**src/rtl/program_loader_pkg.sv**
```systemverilog
// program_loader_pkg
// Shared types and constants for the UART program loader.
//   loader_state_t : loader FSM states
//   BYTE_WIDTH     : width of one UART byte
//   LEN_WIDTH      : width of the frame word-count header
package program_loader_pkg;

  localparam int BYTE_WIDTH = 8;
  localparam int LEN_WIDTH  = 16;

  typedef enum logic [2:0] {
    IDLE,
    LEN_HI,
    DATA,
    RUN,
    DONE
  } loader_state_t;

endpackage

```
**src/rtl/byte_word_assembler.sv**
```systemverilog
// byte_word_assembler
// Collects little-endian bytes into DATA_WIDTH-bit words.
// Ports:
//   clk, arst   : clock, asynchronous active-high reset
//   clr         : synchronous restart of the byte count (start of a frame)
//   byte_valid  : byte_in is valid this cycle
//   byte_in     : incoming byte
//   word_valid  : registered one-cycle pulse, word holds a complete word
//   word        : assembled word (first byte received in bits [7:0])
module byte_word_assembler
  import program_loader_pkg::*;
#(
  parameter int DATA_WIDTH = 32
) (
  input  logic                  clk,
  input  logic                  arst,
  input  logic                  clr,
  input  logic                  byte_valid,
  input  logic [BYTE_WIDTH-1:0] byte_in,
  output logic                  word_valid,
  output logic [DATA_WIDTH-1:0] word
);

  localparam int BYTES = DATA_WIDTH / BYTE_WIDTH;
  localparam int CNT_W = (BYTES > 1) ? $clog2(BYTES) : 1;

  logic [CNT_W-1:0]                 cnt_q, cnt_d;
  logic [DATA_WIDTH-1:0]            word_q, word_d;
  logic                             word_valid_q, word_valid_d;
  logic [DATA_WIDTH+BYTE_WIDTH-1:0] shifted;

  // New bytes enter at the top and move down, so after BYTES bytes the
  // first one received sits in bits [7:0].
  assign shifted = {byte_in, word_q} >> BYTE_WIDTH;

  always_comb begin
    cnt_d        = cnt_q;
    word_d       = word_q;
    word_valid_d = 1'b0;
    if (clr) begin
      cnt_d = '0;
    end else if (byte_valid) begin
      word_d = shifted[DATA_WIDTH-1:0];
      if (cnt_q == CNT_W'(BYTES - 1)) begin
        cnt_d        = '0;
        word_valid_d = 1'b1;
      end else begin
        cnt_d = cnt_q + CNT_W'(1);
      end
    end
  end

  always_ff @(posedge clk or posedge arst) begin
    if (arst) begin
      cnt_q        <= '0;
      word_q       <= '0;
      word_valid_q <= 1'b0;
    end else begin
      cnt_q        <= cnt_d;
      word_q       <= word_d;
      word_valid_q <= word_valid_d;
    end
  end

  assign word_valid = word_valid_q;
  assign word       = word_q;

endmodule

```
**src/rtl/uart_program_loader.sv**
```systemverilog
// uart_program_loader
// Receives a length-framed byte stream from the UART, writes the words into
// instruction memory in order, then hands control to the program counter.
// Ports:
//   clk, arst            : clock, asynchronous active-high reset
//   rx_data, rx_valid    : byte stream from the UART receiver
//   prog_ack             : program counter reports program end
//   imem_we/addr/wdata   : instruction memory write port (one pulse per word)
//   prog_ready           : program loaded, PC may advance
//   load_busy            : frame header or data being received
//   load_err             : sticky error (bad length or timeout)
//   run_done             : program end seen
module uart_program_loader
  import program_loader_pkg::*;
#(
  parameter int DATA_WIDTH     = 32,
  parameter int ADDR_WIDTH     = 8,
  parameter int TIMEOUT_CYCLES = 100000
) (
  input  logic                  clk,
  input  logic                  arst,
  input  logic [7:0]            rx_data,
  input  logic                  rx_valid,
  input  logic                  prog_ack,
  output logic                  imem_we,
  output logic [ADDR_WIDTH-1:0] imem_addr,
  output logic [DATA_WIDTH-1:0] imem_wdata,
  output logic                  prog_ready,
  output logic                  load_busy,
  output logic                  load_err,
  output logic                  run_done
);

  localparam int unsigned MAX_WORDS = 32'd1 << ADDR_WIDTH;
  localparam int          TO_W      = $clog2(TIMEOUT_CYCLES);

  loader_state_t         state_q, state_d;
  logic [7:0]            len_lo_q, len_lo_d;
  logic [ADDR_WIDTH-1:0] word_last_q, word_last_d;
  logic [ADDR_WIDTH-1:0] word_idx_q, word_idx_d;
  logic [TO_W-1:0]       to_cnt_q, to_cnt_d;
  logic                  prog_ready_q, prog_ready_d;
  logic                  load_busy_q, load_busy_d;
  logic                  load_err_q, load_err_d;
  logic                  run_done_q, run_done_d;

  logic                  asm_clr, asm_byte_valid, asm_word_valid;
  logic [DATA_WIDTH-1:0] asm_word;
  logic [LEN_WIDTH-1:0]  len_word;
  logic                  loading, timed_out;

  byte_word_assembler #(
    .DATA_WIDTH (DATA_WIDTH)
  ) u_asm (
    .clk        (clk),
    .arst       (arst),
    .clr        (asm_clr),
    .byte_valid (asm_byte_valid),
    .byte_in    (rx_data),
    .word_valid (asm_word_valid),
    .word       (asm_word)
  );

  assign len_word  = {rx_data, len_lo_q};
  assign loading   = (state_q == LEN_HI) || (state_q == DATA);
  assign timed_out = loading && !rx_valid && (to_cnt_q == TO_W'(TIMEOUT_CYCLES - 1));

  always_comb begin
    state_d        = state_q;
    len_lo_d       = len_lo_q;
    word_last_d    = word_last_q;
    word_idx_d     = word_idx_q;
    load_err_d     = load_err_q;
    asm_clr        = 1'b0;
    asm_byte_valid = 1'b0;

    case (state_q)
      IDLE, DONE: begin
        if (rx_valid) begin
          len_lo_d   = rx_data;
          load_err_d = 1'b0;
          state_d    = LEN_HI;
        end
      end
      LEN_HI: begin
        if (rx_valid) begin
          if (len_word == '0 || 32'(len_word) > MAX_WORDS) begin
            load_err_d = 1'b1;
            state_d    = IDLE;
          end else begin
            // Store N-1 so the last-word test is a plain compare.
            word_last_d = ADDR_WIDTH'(len_word - LEN_WIDTH'(1));
            word_idx_d  = '0;
            asm_clr     = 1'b1;
            state_d     = DATA;
          end
        end else if (timed_out) begin
          load_err_d = 1'b1;
          state_d    = IDLE;
        end
      end
      DATA: begin
        asm_byte_valid = rx_valid;
        // A word pulse always follows a byte, so it cannot coincide with
        // an expired timeout.
        if (asm_word_valid) begin
          word_idx_d = word_idx_q + ADDR_WIDTH'(1);
          if (word_idx_q == word_last_q) begin
            state_d = RUN;
          end
        end else if (timed_out) begin
          load_err_d = 1'b1;
          state_d    = IDLE;
        end
      end
      RUN: begin
        if (prog_ack) begin
          state_d = DONE;
        end
      end
      default: state_d = IDLE;
    endcase

    to_cnt_d = (loading && !rx_valid && !timed_out) ? to_cnt_q + TO_W'(1) : '0;

    // Level outputs are registered copies of the next state.
    prog_ready_d = (state_d == RUN);
    load_busy_d  = (state_d == LEN_HI) || (state_d == DATA);
    run_done_d   = (state_d == DONE);
  end

  always_ff @(posedge clk or posedge arst) begin
    if (arst) begin
      state_q      <= IDLE;
      len_lo_q     <= '0;
      word_last_q  <= '0;
      word_idx_q   <= '0;
      to_cnt_q     <= '0;
      prog_ready_q <= 1'b0;
      load_busy_q  <= 1'b0;
      load_err_q   <= 1'b0;
      run_done_q   <= 1'b0;
    end else begin
      state_q      <= state_d;
      len_lo_q     <= len_lo_d;
      word_last_q  <= word_last_d;
      word_idx_q   <= word_idx_d;
      to_cnt_q     <= to_cnt_d;
      prog_ready_q <= prog_ready_d;
      load_busy_q  <= load_busy_d;
      load_err_q   <= load_err_d;
      run_done_q   <= run_done_d;
    end
  end

  // The write port comes straight from the assembler's registers; the
  // word index register is still pointing at the slot being written.
  assign imem_we    = asm_word_valid;
  assign imem_wdata = asm_word;
  assign imem_addr  = word_idx_q;
  assign prog_ready = prog_ready_q;
  assign load_busy  = load_busy_q;
  assign load_err   = load_err_q;
  assign run_done   = run_done_q;

endmodule
```
**config.mk**
```make
export PLATFORM = sky130hd
export DESIGN_NAME = uart_program_loader
export DESIGN_NICKNAME = d
export VERILOG_FILES = /design/src/rtl/program_loader_pkg.sv /design/src/rtl/byte_word_assembler.sv /design/src/rtl/uart_program_loader.sv
export SDC_FILE = /design/constraint.sdc
export NUM_CORES = 1
export LEC_CHECK = 0
export ABC_CLOCK_PERIOD_IN_PS = 2550
export BUFFER_PORTS_ARGS = -buffer_cell sky130_fd_sc_hd__buf_4
export CAP_MARGIN = 40
export CORE_ASPECT_RATIO = 0.6
export CORE_MARGIN = 2
export CORE_UTILIZATION = 54
export CTS_BUF_LIST = sky130_fd_sc_hd__clkbuf_4
export DETAILED_ROUTE_END_ITERATION = 16
export GPL_ROUTABILITY_DRIVEN = 0
export PLACE_DENSITY = 0.79
export SLEW_MARGIN = 20
export SYNTH_ARGS = -nofsm -noshare
export SYNTH_HDL_FRONTEND = slang
export SYNTH_HIERARCHICAL = 1
export SYNTH_SLANG_ARGS = --single-unit
```
**constraint.sdc**
```tcl
create_clock -name clk -period 2.55 [get_ports clk]
set_input_delay 0.765 -clock clk [delete_from_list [all_inputs] [get_ports clk]]
set_output_delay 0.765 -clock clk [all_outputs]
set_load 0.01 [all_outputs]
```
# Yosys cells after proc, flatten, opt, wreduce, memory -nomap -nowiden
# Index checks and enable logic that the tools add are counted.
[op_classes]
addsub = 4
magnitude_cmp = 1
eq_ne = 17
mux = 29
bitwise_logic = 2
n_reduce_logical = 19
[ops]
columns = ["operator", "n"]
rows = [
  ["$mux 8", 3],
  ["$mux 3", 6],
  ["$add 17x1->17 const B", 1],
  ["$eq 17x17->1 const B", 1],
  ["$mux 17", 1],
  ["$gt 16x9->1 const B", 1],
  ["$logic_not 16->1", 1],
  ["$pmux 8 s2", 1],
  ["$eq 3x2->1 const B", 4],
  ["$mux 1", 12],
  ["$pmux 3 s4", 1],
  ["$add 8x1->8 const B", 1],
  ["$eq 8x8->1", 1],
  ["$mux 2", 4],
  ["$ne 2x2->1 const B", 4],
  ["$reduce_and 4->1", 2],
  ["$sub 8x1->8 const B", 1],
  ["$eq 3x1->1 const B", 2],
  ["$eq 3x3->1 const B", 2],
  ["$reduce_and 2->1", 2],
  ["$reduce_bool 2->1", 2],
  ["$logic_and 1x1->1", 3],
  ["$logic_not 3->1", 1],
  ["$logic_or 1x1->1", 3],
  ["other kinds (10)", 12],
]
[totals]
reg_bits = 83

# Logic depth before layout (Yosys ltp)
[depth]
word_depth = 9
ltp_mapped = 10
depth_no_buf = 8

# By module
# Netlist, hierarchy kept.
[modules_own_cells]
columns = ["mod", "instances", "cells_each", "area_each_um2"]
rows = [
  ["uart_program_loader", 1, 261, 2531.2],
  ["byte_word_assembler", 1, 80, 1486.4],
]

# Worst setup path before layout
# Ideal clock, no wire load.
[synth_timing]
path_kind = "input to register"
startpoint = "input port rx_data[2]"
endpoint = "register u_asm.word_q[10] (netlist: u_asm/word[10])"
arrival_time_ps = 3027
t_required_ps = 2425
slack_ps = -602
cell_stages = 7
path_buffers = 2
path_cell_list = "or4_1 > or4b_2 > nor4_1 > nor2b_4 > buf_6 > buf_12 > mux2_4"
[synth_via]
elab_chain_len = 7
elab_cells_between_ends = 8
[synth_rtl]
columns = ["element", "line_no", "text"]
rows = [
  ["from (decl)", "uart_program_loader.sv:22", "input logic [7:0] rx_data,"],
  ["$gt 16x9->1 or $logic_not 16->1 (tied branches)", "uart_program_loader.sv:87", "if (len_word == '0 || 32'(len_word) > MAX_WORDS) begin"],
  ["$logic_or 1x1->1 *", "uart_program_loader.sv:87", ""],
  ["$mux 1 *", "uart_program_loader.sv:87", ""],
  ["$mux 1 *", "uart_program_loader.sv:86", "if (rx_valid) begin"],
  ["$mux 1 *", "uart_program_loader.sv:77", "case (state_q)"],
  ["net asm_clr", "uart_program_loader.sv:47", "logic asm_clr, asm_byte_valid, asm_word_valid;"],
  ["$not 1->1 (no source line) *", "--", ""],
  ["$reduce_and 2->1 (no source line) *", "--", ""],
  ["to (signal assigned)", "byte_word_assembler.sv:60", "word_q <= word_d;"],
  ["to (decl)", "byte_word_assembler.sv:28", "logic [DATA_WIDTH-1:0] word_q, word_d;"],
]
# The timed path passes the listed nets; every way through them passes the cells marked *.
# A chain may end at the register's enable or synchronous reset.

# Worst setup path after layout
[layout_timing]
startpoint = "input port rx_data[3]"
endpoint = "register u_asm.word_q[12] (netlist: u_asm/word[12])"
# Same word-level chain as after synthesis.

==> results.json <==
{
  "status": "completed",
  "synthFlopType": "dfrtp_1",
  "synth_cells": 341,
  "die_w_um": 115,
  "track_usage": 0.218,
  "intPower_uw": 1840,
  "finalSetupViolCount": 0,
  "synth_edf_count": 0,
  "clockPowerShare": 0.298,
  "wl_per_cell_um": 15.5,
  "drv_cap": 0,
  "synth_warnings": 6,
  "post-route-util": 0.669,
  "crit_path_start_kind": "input port",
  "syn_avg_cell_area_um2": 11.8,
  "syn_nets": 358,
  "worst_hold_slack_ns": 0.299,
  "p_switching_uw": 688,
  "fin_crit_sh": 0.996,
  "grt_max_degree": 36,
  "io_buffers": 56,
  "drc": 0,
  "max_clock_freq_mhz": 394,
  "antenna_found_initial": 1,
  "slew_viol_final": 0,
  "grt_pass1_vias": 2764,
  "start_util": 0.555,
  "antenna_left": 0,
  "cts.sinks": 83,
  "async_flop_share": 1.00,
  "fin_crit_ns": 2.54,
  "rsz0062_at_grt": "no",
  "worstPathArrival_ns": 2.90,
  "netlist_area_mm2": 0.00402,
  "cellPowerDensity_mw_per_mm2": 522,
  "cts_root_buf": "clkbuf_4",
  "crit_path_end_kind": "flop",
  "clock_path_buffers": 2,
  "syn2layout_area_growth_pct": 20.5,
  "reg2regPathDepth": 7,
  "grt-ovfl-total": 0,
  "worst_slack_ns": 0.0103,
  "crit_required_ns": 2.91,
  "fin_skew_ns": 0.0150,
  "stdcell_area_mm2": 0.00484,
  "core_area_mm2": 0.00724,
  "ys_seq_elements": 83,
  "yosysSeqAreaShare": 0.517,
  "hp-class": "in2async",
  "cp_max_fo": 8,
  "wl_um": 8190,
  "final_nets": 435,
  "placed_area_mm2": 0.00467,
  "preCtsSetupSlack_ns": -0.466,
  "final_hold_viol_count": 0,
  "grt_pass1_wl_um": 13600,
  "comb_power_share": 0.135,
  "io_pins": 57,
  "tightest_slew_ns": 0.595,
  "p_leak_uw": 0.00229,
  "synthDistinctLibCells": 49,
  "fill_cells": 570,
  "rows": 24,
  "p_seq_frac": 0.567,
  "h-tree-depth": 3,
  "maxSlewHeadroom": 0.603,
  "stdcell_count": 528,
  "cts_tree": "done",
  "dpl.cell_count": 509,
  "die_h_um": 70.8,
  "numCtsBuffers": 9,
  "drtIter0Drc": 181,
  "dieArea_mm2": 0.00817,
  "clk-insertion-delay-late_ns": 0.46,
  "first_pass_iters": 4,
  "via_per_inst": 5.34,
  "critical_path_class": "in2reg",
  "peakVddDrop_uv": 339,
  "swShare": 0.272,
  "dr_total_vias": 2821,
  "drive_gt1_frac": 0.336,
  "clkTransAtPathRegs_ns": 0.13,
  "hpwl_um": 5970
}
[power by group through the flow]
stage / clock network, uW / registers (uW) / logic [uW]
finish: 754 / 1430 / 340
CTS: 763 / 1430 / 337
floorplan: 0 / 1460 / 191
global placement: 0 / 1460 / 326
global route: 832 / 1440 / 378
detailed placement: 0 / 1460 / 335
[final cells by class]
cell class                 instances  area [um2]  area share
antenna                            1        2.50    0.000517
clock buffer                      10        75.1      0.0155
clock inverter                     6        56.3      0.0116
inverter                          12        45.0     0.00930
multi-input combinational        233        1810       0.374
sequential                        83        2080       0.429
tap                              104         130      0.0269
timing repair buffer              79         643       0.133
[flip-flops by register name, indices dropped and copies added, names as in the netlist]
signal and count:
load_busy 1, run_done 1, u_asm/word 32, state_q 3, to_cnt_q 17, imem_addr 8
len_lo_q 8, load_err 1, prog_ready 1, u_asm/word_valid 1, u_asm/cnt_q 2, word_last_q 8
[synth_stat cells (all sizes together), types with 7 or more instances]
master / number / area [um2]
nand2b: 7 / 43.8
mux2: 38 / 537
nand4: 7 / 50.1
o21ai: 17 / 85.1
nand2: 23 / 86.3
inv: 12 / 45.0
nor4: 7 / 43.8
xnor2: 18 / 158
clkbuf: 7 / 26.3
dfrtp: 83 / 2080
xor2: 9 / 78.8
nor2: 24 / 90.1
nand3: 18 / 90.1
[kinds of logic (layout without fill, tap and decap cells)]
group           count (synthesis)  after routing  share of synthesized area
fa+ha+maj                       5              5                     0.0156
flops                          83             83                      0.517
buf+inv                        25            107                     0.0377
simple gates                  125            125                      0.172
xor+xnor                       27             27                     0.0589
mux                            39             39                      0.136
other cells                     0              1                          0
compound gates                 37             37                     0.0632
[worst max-delay path, stage by stage]
cell,delay [ns]
buf_4,0.11
or4_4,0.53
or4b_4,0.51
nor4_4,0.36
nor2b_4,0.13
clkbuf_16,0.19
mux2_4,0.30
[worst paths after layout]
kind	startpoint	endpoint	slack (ns)
setup / recovery	rx_data[3]	u_asm/word[12]$_DFFE_PP0P_	0.01
hold / removal	arst	imem_addr[0]$_DFFE_PP0P_	0.30
setup reg to reg	len_lo_q[5]$_DFFE_PP0P_	u_asm/word[12]$_DFFE_PP0P_	0.08
hold reg to reg	to_cnt_q[0]$_DFF_PP0_	to_cnt_q[0]$_DFF_PP0_	0.52
max in group asynchronous	arst	to_cnt_q[5]$_DFF_PP0_	1.66
min in group clk	to_cnt_q[0]$_DFF_PP0_	to_cnt_q[0]$_DFF_PP0_	0.52
[layout by cell type (no fill, tap or decap), types with 3 or more instances in the layout]
master	count
nand3b_1	4
nand2b_1	7
a21oi_1	6
and3_1	5
inv_1	11
mux2_2	9
clkbuf_4	10
clkinv_2	3
nand3_1	18
mux2_4	29
xor2_1	9
and2_1	5
nor2_1	24
o21ai_0	15
nand2_1	23
buf_4	74
nor4_1	6
xnor2_1	18
nor3_1	5
a211o_1	4
a21o_1	3
ha_1	5
nand4_1	6
nor2b_1	3
dfrtp_1	83
[through the flow]
step / TNS (ns) / total power, uW
after floorplan: -10.92 / 1650
after global placement: -13.95 / 1780
after detailed placement: -14.93 / 1790
after CTS: 0 / 2530
after global routing: 0 / 2660
final: 0 / 2530
[layer usage]
| metal | wire length (um) | global-route usage |
|---|---|---|
| met5 | 0 | 0 |
| met1 | 4040 | 0.316 |
| met4 | 75 | 0.0669 |
| met3 | 406 | 0.0643 |
| met2 | 3670 | 0.320 |
[timing repair]
action / CTS / global route
setup buffers: 0 / 1
setup endpoints to repair: 0 / 31
hold buffers: 0 / 0
gates resized for setup: 0 / 2
Power figures use the tool's default switching activity.
